`src/rtl/uart_pkg.sv`:
```
// Shared UART definitions: receiver FSM states, parity encodings and the
// parity helper used by both the transmitter and the receiver.
package uart_pkg;

  typedef enum logic [2:0] {
    IDLE,
    START,
    DATA,
    PARITY,
    STOP
  } uart_state_t;

  localparam logic PAR_EVEN = 1'b0;
  localparam logic PAR_ODD  = 1'b1;

  // Parity bit for up to 32 data bits; callers zero-extend narrower words.
  function automatic logic parity_bit(input logic [31:0] data, input logic par_typ);
    return (^data) ^ par_typ;
  endfunction

endpackage

```
`src/rtl/uart_rx_sampler.sv`:
```
// RX line synchronizer, per-bit edge counter and bit sampler.
// UART_RX_MAJORITY_VOTE_EN selects a 3-sample majority vote taken one cycle later.
module uart_rx_sampler
  import uart_pkg::*;
#(
  parameter int PRESCALE = 8
) (
  input  logic clk,
  input  logic reset,
  input  logic rx_in,
  input  logic active,
  output logic rx_s,
  output logic sample_valid,
  output logic sample_bit,
  output logic bit_end
);

  localparam int CW = $clog2(PRESCALE);
  localparam logic [CW-1:0] SP   = CW'(PRESCALE / 2);
  localparam logic [CW-1:0] LAST = CW'(PRESCALE - 1);

  logic          sync1;
  logic          sync2;
  logic [CW-1:0] edge_cnt;

  always_ff @(posedge clk) begin
    if (reset) begin
      sync1 <= 1'b1;
      sync2 <= 1'b1;
    end else begin
      sync1 <= rx_in;
      sync2 <= sync1;
    end
  end

  assign rx_s = sync2;

  // The counter runs only while a frame is in progress, so it reads 1 on the
  // first cycle after start detection and 0 whenever the receiver is idle.
  always_ff @(posedge clk) begin
    if (reset || !active) begin
      edge_cnt <= '0;
    end else if (edge_cnt == LAST) begin
      edge_cnt <= '0;
    end else begin
      edge_cnt <= edge_cnt + 1'b1;
    end
  end

  assign bit_end = (edge_cnt == LAST);

`ifdef UART_RX_MAJORITY_VOTE_EN
  localparam logic [CW-1:0] SP_LATE = CW'(PRESCALE / 2 + 1);

  logic [1:0] hist;

  always_ff @(posedge clk) begin
    if (reset) begin
      hist <= 2'b11;
    end else begin
      hist <= {hist[0], rx_s};
    end
  end

  // hist[1] holds rx_s at SP-1 and hist[0] at SP when edge_cnt reaches SP+1.
  assign sample_valid = (edge_cnt == SP_LATE);
  assign sample_bit   = (hist[1] & hist[0]) | (hist[1] & rx_s) | (hist[0] & rx_s);
`else
  assign sample_valid = (edge_cnt == SP);
  assign sample_bit   = rx_s;
`endif

endmodule

```
`src/rtl/uart_rx.sv`:
```
// UART receiver: start detection, LSB-first deframing, optional parity and
// stop checking. Build option: UART_RX_MAJORITY_VOTE_EN (3-sample majority).
module uart_rx
  import uart_pkg::*;
#(
  parameter int PRESCALE   = 8,
  parameter int DATA_WIDTH = 8
) (
  input  logic                  clk,
  input  logic                  reset,
  input  logic                  RX_IN,
  input  logic                  PAR_EN,
  input  logic                  PAR_TYP,
  output logic [DATA_WIDTH-1:0] P_DATA,
  output logic                  DATA_VALID,
  output logic                  PAR_ERR,
  output logic                  STP_ERR,
  output logic                  Busy
);

  localparam int BW = (DATA_WIDTH > 1) ? $clog2(DATA_WIDTH) : 1;
  localparam logic [BW-1:0] LAST_BIT = BW'(DATA_WIDTH - 1);

  uart_state_t           state_q;
  uart_state_t           state_d;
  logic                  rx_s;
  logic                  sample_valid;
  logic                  sample_bit;
  logic                  bit_end;
  logic [BW-1:0]         bit_cnt;
  logic [DATA_WIDTH-1:0] shift_q;
  logic                  par_en_q;
  logic                  par_typ_q;
  logic                  bad_q;
  logic                  stop_done_q;
  logic [31:0]           data_ext;
  logic                  par_exp;
  logic                  dv_d;
  logic                  pe_d;
  logic                  se_d;

  uart_rx_sampler #(
    .PRESCALE(PRESCALE)
  ) u_sampler (
    .clk         (clk),
    .reset       (reset),
    .rx_in       (RX_IN),
    .active      (state_d != IDLE),
    .rx_s        (rx_s),
    .sample_valid(sample_valid),
    .sample_bit  (sample_bit),
    .bit_end     (bit_end)
  );

  always_comb begin
    data_ext                 = '0;
    data_ext[DATA_WIDTH-1:0] = shift_q;
    par_exp                  = parity_bit(data_ext, par_typ_q);
  end

  // DATA_VALID, PAR_ERR and STP_ERR are single-cycle registered pulses with no
  // back-pressure; P_DATA is only meaningful in the DATA_VALID cycle and holds after.
  always_comb begin
    state_d = state_q;
    dv_d    = 1'b0;
    pe_d    = 1'b0;
    se_d    = 1'b0;
    case (state_q)
      IDLE: begin
        if (!rx_s) state_d = START;
      end
      START: begin
        if (sample_valid && sample_bit) state_d = IDLE;
        else if (bit_end)               state_d = DATA;
      end
      DATA: begin
        if (bit_end && (bit_cnt == LAST_BIT)) state_d = par_en_q ? PARITY : STOP;
      end
      PARITY: begin
        if (sample_valid && (sample_bit != par_exp)) pe_d = 1'b1;
        if (bit_end) state_d = STOP;
      end
      STOP: begin
        // Hold one extra cycle so Busy covers the cycle in which the pulse shows.
        if (stop_done_q) begin
          state_d = IDLE;
        end else if (sample_valid) begin
          if (!sample_bit) se_d = 1'b1;
          else if (!bad_q) dv_d = 1'b1;
        end
      end
      default: state_d = IDLE;
    endcase
  end

  always_ff @(posedge clk) begin
    if (reset) begin
      state_q     <= IDLE;
      bit_cnt     <= '0;
      shift_q     <= '0;
      par_en_q    <= 1'b0;
      par_typ_q   <= 1'b0;
      bad_q       <= 1'b0;
      stop_done_q <= 1'b0;
      P_DATA      <= '0;
      DATA_VALID  <= 1'b0;
      PAR_ERR     <= 1'b0;
      STP_ERR     <= 1'b0;
    end else begin
      state_q     <= state_d;
      DATA_VALID  <= dv_d;
      PAR_ERR     <= pe_d;
      STP_ERR     <= se_d;
      stop_done_q <= (state_q == STOP) && sample_valid;
      if (dv_d) P_DATA <= shift_q;
      if (pe_d) bad_q <= 1'b1;
      if (state_q == IDLE) begin
        bit_cnt <= '0;
        bad_q   <= 1'b0;
        if (!rx_s) begin
          par_en_q  <= PAR_EN;
          par_typ_q <= PAR_TYP;
        end
      end
      if (state_q == DATA) begin
        if (sample_valid) shift_q <= {sample_bit, shift_q[DATA_WIDTH-1:1]};
        if (bit_end)      bit_cnt <= bit_cnt + 1'b1;
      end
    end
  end

  assign Busy = (state_q != IDLE);

endmodule

```
`config.mk`:
```
export PLATFORM = sky130hd
export DESIGN_NAME = uart_rx
export DESIGN_NICKNAME = d
export VERILOG_FILES = /design/src/rtl/uart_pkg.sv /design/src/rtl/uart_rx_sampler.sv /design/src/rtl/uart_rx.sv
export SDC_FILE = /design/constraint.sdc
export NUM_CORES = 1
export LEC_CHECK = 0
export CAP_MARGIN = 10
export CELL_PAD_IN_SITES_DETAIL_PLACEMENT = 2
export CELL_PAD_IN_SITES_GLOBAL_PLACEMENT = 2
export CORE_MARGIN = 3
export CORE_UTILIZATION = 35
export CTS_CLUSTER_DIAMETER = 150
export DETAILED_ROUTE_END_ITERATION = 7
export DONT_BUFFER_PORTS = 1
export HOLD_SLACK_MARGIN = 0.12
export PLACE_DENSITY = 0.82
export SLEW_MARGIN = 25
export SYNTH_ARGS = -nofsm -noshare
export SYNTH_HDL_FRONTEND = slang
export SYNTH_SLANG_ARGS = --single-unit
```
`constraint.sdc`:
```
create_clock -name clk -period 1.82 [get_ports clk]
set_clock_uncertainty 0.05 [all_clocks]
set_input_delay 0.273 -clock clk [delete_from_list [all_inputs] [get_ports clk]]
set_output_delay 0.273 -clock clk [all_outputs]
set_load 0.01 [all_outputs]
```
Word-level counts from Yosys, hierarchy flattened
Cells that the tools add are included.
{"block": "word_totals", "regBits": 34, "output_inout_bits": 12}
{"block": "op_classes", "add_sub_neg": 2, "n_eq_ne": 8, "muxes": 19, "n_bitwise": 4, "reduce_logical": 15}
{"operator": "$reduce_xor 32->1", "count": 1}
{"operator": "$mux 3", "count": 10}
{"operator": "$pmux 3 s5", "count": 1}
{"operator": "$eq 3x3->1 const B", "count": 4}
{"operator": "$mux 1", "count": 8}
{"operator": "$add 3x1->3 const B", "count": 2}
{"operator": "$eq 3x2->1 const B", "count": 2}
{"operator": "$reduce_bool 3->1", "count": 2}
{"operator": "$logic_and 1x1->1", "count": 4}
{"operator": "$reduce_and 2->1", "count": 2}
{"operator": "$reduce_or 2->1", "count": 2}
{"operator": "$reduce_or 4->1", "count": 1}
{"operator": "$eq 3x1->1 const B", "count": 1}
{"operator": "$logic_not 3->1", "count": 1}
{"operator": "$not 1->1", "count": 3}
{"operator": "$logic_not 1->1", "count": 1}
{"operator": "$logic_or 1x1->1", "count": 1}
{"operator": "$ne 1x1->1", "count": 1}
{"operator": "$xor 1x1->1", "count": 1}

Logic depth before layout (Yosys ltp)
{"block": "depth", "depth_word": 8, "mapped_depth": 7}

Modules after synthesis
A second synthesis with hierarchy kept.
{"block": "hier_totals", "cells_unflattened": 142, "area_unflattened_um2": 1431.4}
{"module": "uart_rx", "n_inst": 1, "cells_each": 125, "area_per_inst_um2": 1219.9, "seq_area_each_um2": 580.6}
{"module": "uart_rx_sampler", "n_inst": 1, "cells_each": 17, "area_per_inst_um2": 211.5, "seq_area_each_um2": 100.1}

Worst setup path after synthesis
Ideal clock, no wire load.
{"block": "synth_timing", "path_kind": "flip-flop to flip-flop", "startpoint": "reg state_q[0]", "endpoint": "reg P_DATA[0]", "arrival_ns": 1.640, "slack_ns": 0.002, "stages_incl_launch_ff": 6, "n_path_buf": 1, "period_less_slack_ns": 1.818, "path_cell_list": "dfxtp_1 buf_6 or4b_4 nor3_4 mux2i_1 nor2_1"}
{"block": "synth_via", "elab_chain_cells": 2}
{"item": "start: declaration", "line_no": "uart_rx.sv:24", "text": "uart_state_t state_q;"}
{"item": "start signal: assignment", "line_no": "uart_rx.sv:110", "text": "state_q <= state_d;"}
{"item": "$eq 3x3->1", "line_no": "uart_rx.sv:68", "text": "case (state_q)"}
{"item": "$mux 1", "line_no": "uart_rx.sv:68"}
{"item": "end signal: assignment", "line_no": "uart_rx.sv:115", "text": "if (dv_d) P_DATA <= shift_q;"}
{"item": "end: declaration", "line_no": "uart_rx.sv:14", "text": "output logic [DATA_WIDTH-1:0] P_DATA,"}
Every way passes these cells.
A chain may end at the register's enable or synchronous reset.

Worst setup path in the final report
{"block": "layout_timing", "startpoint": "reg u_sampler.edge_cnt[0]", "endpoint": "reg u_sampler.edge_cnt[2]"}
{"block": "layout_via", "elab_chain_cells": 8, "word_cells_on_any_way": 14}
{"item": "start: declaration", "line_no": "uart_rx_sampler.sv:24", "text": "logic [CW-1:0] edge_cnt;"}
{"item": "start signal: assignment", "line_no": "uart_rx_sampler.sv:46", "text": "edge_cnt <= edge_cnt + 1'b1;"}
{"item": "$eq 3x3->1, on equally long branches", "line_no": "uart_rx_sampler.sv:43, uart_rx_sampler.sv:50, uart_rx_sampler.sv:69"}
{"item": "$mux 3, or another cell as far along", "line_no": "uart_rx.sv:74", "text": "else if (bit_end) state_d = DATA;"}
{"item": "$mux 3, on equally long branches", "line_no": "uart_rx.sv:73, uart_rx.sv:77"}
{"item": "$pmux 3 s5", "line_no": "uart_rx.sv:68"}
{"item": "$reduce_bool 3->1", "line_no": "uart_rx.sv:48", "text": ".active (state_d != IDLE),"}
{"item": "$logic_not 1->1", "line_no": "uart_rx_sampler.sv:41", "text": "if (reset || !active) begin"}
{"item": "$logic_or 1x1->1", "line_no": "uart_rx_sampler.sv:41"}
{"item": "$reduce_or 2->1 (no source line)"}
Parallel ways exist; a longest one is shown, timed or not.

==> flow_summary.html <==
<table>
<tr><th>Metric</th><th>Value</th></tr>
<tr><th colspan="2">Routing</th></tr>
<tr><td>Total length of routed wires</td><td>3.57 mm</td></tr>
<tr><td>Total number of vias</td><td>1056</td></tr>
<tr><td>Remaining design rule violation count</td><td>0</td></tr>
<tr><td>Vias per Instance</td><td>5.23</td></tr>
<tr><td>Average routed wire per standard cell</td><td>17.7 um</td></tr>
<tr><td>DRT iter0 DRCs</td><td>33</td></tr>
<tr><td>Antenna Nets Post-Route</td><td>0</td></tr>
<tr><td>Detailed-router iteration count before antenna repair</td><td>4</td></tr>
<tr><th colspan="2">Clocking</th></tr>
<tr><td>H-tree Lvls</td><td>2</td></tr>
<tr><td>Latest clock arrival within the worst-skew pair</td><td>0.28 ns</td></tr>
<tr><td>Root buffer selected by CTS</td><td>sky130_fd_sc_hd__clkbuf_8</td></tr>
<tr><td>Buffer levels on the longest clock path</td><td>2</td></tr>
<tr><td>Clock tree from TritonCTS</td><td>built</td></tr>
<tr><td>Clock transition time at the flip-flop clock pins of the worst setup and hold paths</td><td>0.07 ns</td></tr>
<tr><td>Total clock buffers created by CTS</td><td>5</td></tr>
<tr><td>CTS sink count</td><td>34</td></tr>
<tr><td>Number of buffers inserted by post-CTS setup repair</td><td>0</td></tr>
<tr><th colspan="2">Synthesis</th></tr>
<tr><td>Average instance area after synthesis</td><td>10.3 um2</td></tr>
<tr><td>Count of state elements after synthesis</td><td>34</td></tr>
<tr><td>Synthesized cell area</td><td>1410 um2</td></tr>
<tr><td>Synth Flop Type</td><td>sky130_fd_sc_hd__dfxtp_1</td></tr>
<tr><td>Number of different library cells in the post-synthesis netlist</td><td>31</td></tr>
<tr><td>Share of the yosys chip area belonging to registers</td><td>0.484</td></tr>
<tr><td>Fraction of synthesized cell area taken by the top area cell type</td><td>0.484</td></tr>
<tr><td>Most common cell in the netlist</td><td>sky130_fd_sc_hd__dfxtp_1</td></tr>
<tr><td>Ys Warns</td><td>0</td></tr>
<tr><td>Leading cell types by count after synthesis</td><td>sky130_fd_sc_hd__dfxtp_1, sky130_fd_sc_hd__nor2_1, sky130_fd_sc_hd__mux2i_1, sky130_fd_sc_hd__xnor2_1, sky130_fd_sc_hd__ha_1</td></tr>
<tr><td>Fraction of registers with async set or reset after synthesis</td><td>0</td></tr>
<tr><td>Largest cells by area after synthesis</td><td>sky130_fd_sc_hd__dfxtp_1, sky130_fd_sc_hd__mux2i_1, sky130_fd_sc_hd__nor2_1</td></tr>
<tr><td>Number of flops mapped to enable cells by yosys</td><td>0</td></tr>
<tr><td>Cell taking the most area after synthesis</td><td>sky130_fd_sc_hd__dfxtp_1</td></tr>
<tr><td>Syn nets</td><td>147</td></tr>
<tr><td>Synthesized netlist cell count</td><td>137</td></tr>
<tr><th colspan="2">Placed design</th></tr>
<tr><td>Final weighted congestion of routability-driven global placement</td><td>0.794</td></tr>
<tr><td>Placed Cells incl. Taps</td><td>190</td></tr>
<tr><td>Detailed-placement wirelength estimate</td><td>2.59 mm</td></tr>
<tr><td>Place WS</td><td>-0.0843 ns</td></tr>
<tr><td>Placement Cell Area</td><td>1510 um2</td></tr>
<tr><td>Count of buffers inserted at the top-level ports</td><td>0</td></tr>
<tr><th colspan="2">Worst setup path</th></tr>
<tr><td>Critical Path RT</td><td>1.96 ns</td></tr>
<tr><td>Register-to-register path setup slack</td><td>0.07 ns</td></tr>
<tr><td>Critical Path Fanout Max</td><td>3</td></tr>
<tr><td>Standard cell with the maximum stage delay on the critical path</td><td>sky130_fd_sc_hd__dfxtp_1</td></tr>
<tr><td>Cell with the most instances on the worst path</td><td>sky130_fd_sc_hd__ha_1</td></tr>
<tr><td>CP endpoint kind</td><td>flop</td></tr>
<tr><td>Startpoint class of the critical path</td><td>flop</td></tr>
<tr><td>Critical setup path kind</td><td>reg2reg</td></tr>
<tr><td>Path depth of the worst reg2reg path</td><td>7</td></tr>
<tr><td>Maximum cell stage delay along the critical path</td><td>0.33 ns</td></tr>
<tr><td>Worst path arrival time</td><td>1.89 ns</td></tr>
<tr><td>Ordered cell list for the critical path</td><td>ha_1, ha_1, nand3b_1, a21oi_2, nor4_1, buf_4, nor4b_2</td></tr>
<tr><th colspan="2">STA</th></tr>
<tr><td>Worst setup margin</td><td>0.0691 ns</td></tr>
<tr><td>Max-slew violation count</td><td>0</td></tr>
<tr><td>Share of the clock period used by the worst path</td><td>0.962</td></tr>
<tr><td>Hold violation count in the final report</td><td>0</td></tr>
<tr><td>Setup-violating endpoint count in the final report</td><td>0</td></tr>
<tr><td>Slew HR</td><td>0.627</td></tr>
<tr><td>Post-route minimum period</td><td>1.75 ns</td></tr>
<tr><td>Worst Hold Slack</td><td>0.158 ns</td></tr>
<tr><td>Transition at the pin with the smallest max-transition slack</td><td>0.559 ns</td></tr>
<tr><td>Setup repair after global routing missed its margin</td><td>yes</td></tr>
<tr><td>FMAX</td><td>571 MHz</td></tr>
<tr><td>Post-Route Setup TNS</td><td>0 ns</td></tr>
<tr><th colspan="2">GRT</th></tr>
<tr><td>Global-route wire length before repair</td><td>6.29 mm</td></tr>
<tr><td>Remaining Overflow, GRT</td><td>0</td></tr>
<tr><td>Global-route usage over all layers</td><td>0.164</td></tr>
<tr><td>Maximum number of pins on one net before global-route repair</td><td>31</td></tr>
<tr><td>Vias in the first global route</td><td>1237</td></tr>
<tr><td>Initial antenna violation count</td><td>0</td></tr>
<tr><th colspan="2">Floorplanning</th></tr>
<tr><td>Die X-Extent</td><td>69.4 um</td></tr>
<tr><td>Number of cell rows</td><td>22</td></tr>
<tr><td>Starting Density</td><td>0.373</td></tr>
<tr><td>Total Die Area</td><td>4810 um2</td></tr>
<tr><td>Core Region</td><td>3770 um2</td></tr>
<tr><td>Die height</td><td>69.4 um</td></tr>
<tr><td>I/O pin cnt</td><td>17</td></tr>
<tr><th colspan="2">Flow run</th></tr>
<tr><td>Max cap viols</td><td>0</td></tr>
<tr><th colspan="2">Final layout</th></tr>
<tr><td>Layout overhead on the synthesized area</td><td>18.3%</td></tr>
<tr><td>Share of layout cells above drive strength 1</td><td>0.188</td></tr>
<tr><td>Net count reported at finish</td><td>163</td></tr>
<tr><td>Post-route cell area</td><td>1660 um2</td></tr>
<tr><td>Final Instance Count excl. Fillers</td><td>202</td></tr>
<tr><td>Area used by multi-input combinational logic</td><td>701 um2</td></tr>
<tr><td>Area taken by flip-flops and latches</td><td>681 um2</td></tr>
<tr><td>Diodes inserted</td><td>0</td></tr>
<tr><td>Fill cell count</td><td>390</td></tr>
<tr><th colspan="2">Hold path</th></tr>
<tr><td>Worst min path class</td><td>in2reg</td></tr>
<tr><td>Hold-critical path depth</td><td>2</td></tr>
<tr><th colspan="2">Power and ir drop</th></tr>
<tr><td>Power density over cell area</td><td>829 nW/um2</td></tr>
<tr><td>Worst-case vdd ir drop</td><td>0.349 mV</td></tr>
<tr><td>Leak</td><td>0.629 nW</td></tr>
<tr><th colspan="2">Run status</th></tr>
<tr><td>Result of the run</td><td>finished clean</td></tr>
</table>
-- registers in the layout, summed over array words and instances, names as in the netlist, 3 cells and up --
| signal | cells |
|---|---|
| P_DATA | 8 |
| shift_q | 8 |
| bit_cnt | 3 |
| state_q | 3 |
| u_sampler.edge_cnt | 3 |
-- metal layers --
layer	GRT usage	share of wire	vias up
li1	-	-	500
met1	0.191	0.44	536
met2	0.288	0.51	14
met3	0.0391	0.033	6
met4	0.0651	0.014	0
met5	0	0	-
-- power by group --
part / internal (mW) / switching (mW) / leakage [nW]
Sequential: 0.750 / 0.00682 / 0.275
Clock: 0.305 / 0.259 / 0.0482
Combinational: 0.0237 / 0.0325 / 0.307
Total: 1.08 / 0.299 / 0.629
-- cell type report --
cell class,count,area share
Clock inverter,1,0.00301
Sequential cell,34,0.410
Tap cell,48,0.0361
Multi-Input combinational cell,94,0.422
Timing Repair Buffer,14,0.0685
Clock buffer,7,0.0520
Inverter,4,0.00904
-- placed cells by master (no fill, tap or decap), drive strengths merged, types with 2 or more instances in the layout --
cell type | Yosys | layout
a21oi | 3 | 3
a22oi | 3 | 3
and3 | 2 | 2
buf | 2 | 11
clkbuf | 3 | 7
dfxtp | 34 | 34
dlygate4sd3 | 0 | 3
ha | 5 | 5
inv | 4 | 4
mux2i | 19 | 19
nand2b | 2 | 2
nand3 | 2 | 2
nand3b | 2 | 2
nor2 | 28 | 28
nor2b | 2 | 2
nor3 | 2 | 2
nor3b | 2 | 2
nor4 | 3 | 3
nor4b | 2 | 2
o21ai | 2 | 2
or2 | 2 | 2
xnor2 | 6 | 6
-- worst max-delay path: cells and delay by family (launching register included) --
family                   cells  cell delay (ns)
AND/OR/NAND/NOR              3             0.51
buffers and inverters        1             0.15
flip-flops                   1             0.33
adder cells (fa/ha/maj)      2             0.40
AO/OA/AOI/OAI                1             0.21
-- final timing paths --
path / from / end
setup / recovery: u_sampler.edge_cnt[0] / u_sampler.edge_cnt[2]
hold / removal: reset / bad_q
setup reg to reg: u_sampler.edge_cnt[0] / u_sampler.edge_cnt[2]
hold reg to reg: u_sampler.sync1 / u_sampler.rx_s
-- through the flow --
stage	utilization	power, mW
floorplan	-	0.807
global placement	0.401	0.807
detailed placement	0.401	0.811
CTS	0.439	1.40
global route	0.441	1.44
finish	0.441	1.38
-- logic make-up after synthesis --
group                    share of synthesized area
AO/OA/AOI/OAI                               0.0383
adder cells (fa/ha/maj)                     0.0445
AND/OR/NAND/NOR                              0.207
flip-flops                                   0.484
buffers and inverters                       0.0303
multiplexers                                 0.135
XOR/XNOR                                    0.0597
-- what timing repair did --
action / in CTS / in global routing
resized for setup: 2 / 3
hold endpoints to repair: 30 / 0
setup endpoints to repair: 2 / 13
hold buffers: 4 / 0
pin swaps: 0 / 2
Note: power is estimated with default switching activity, not from simulation.
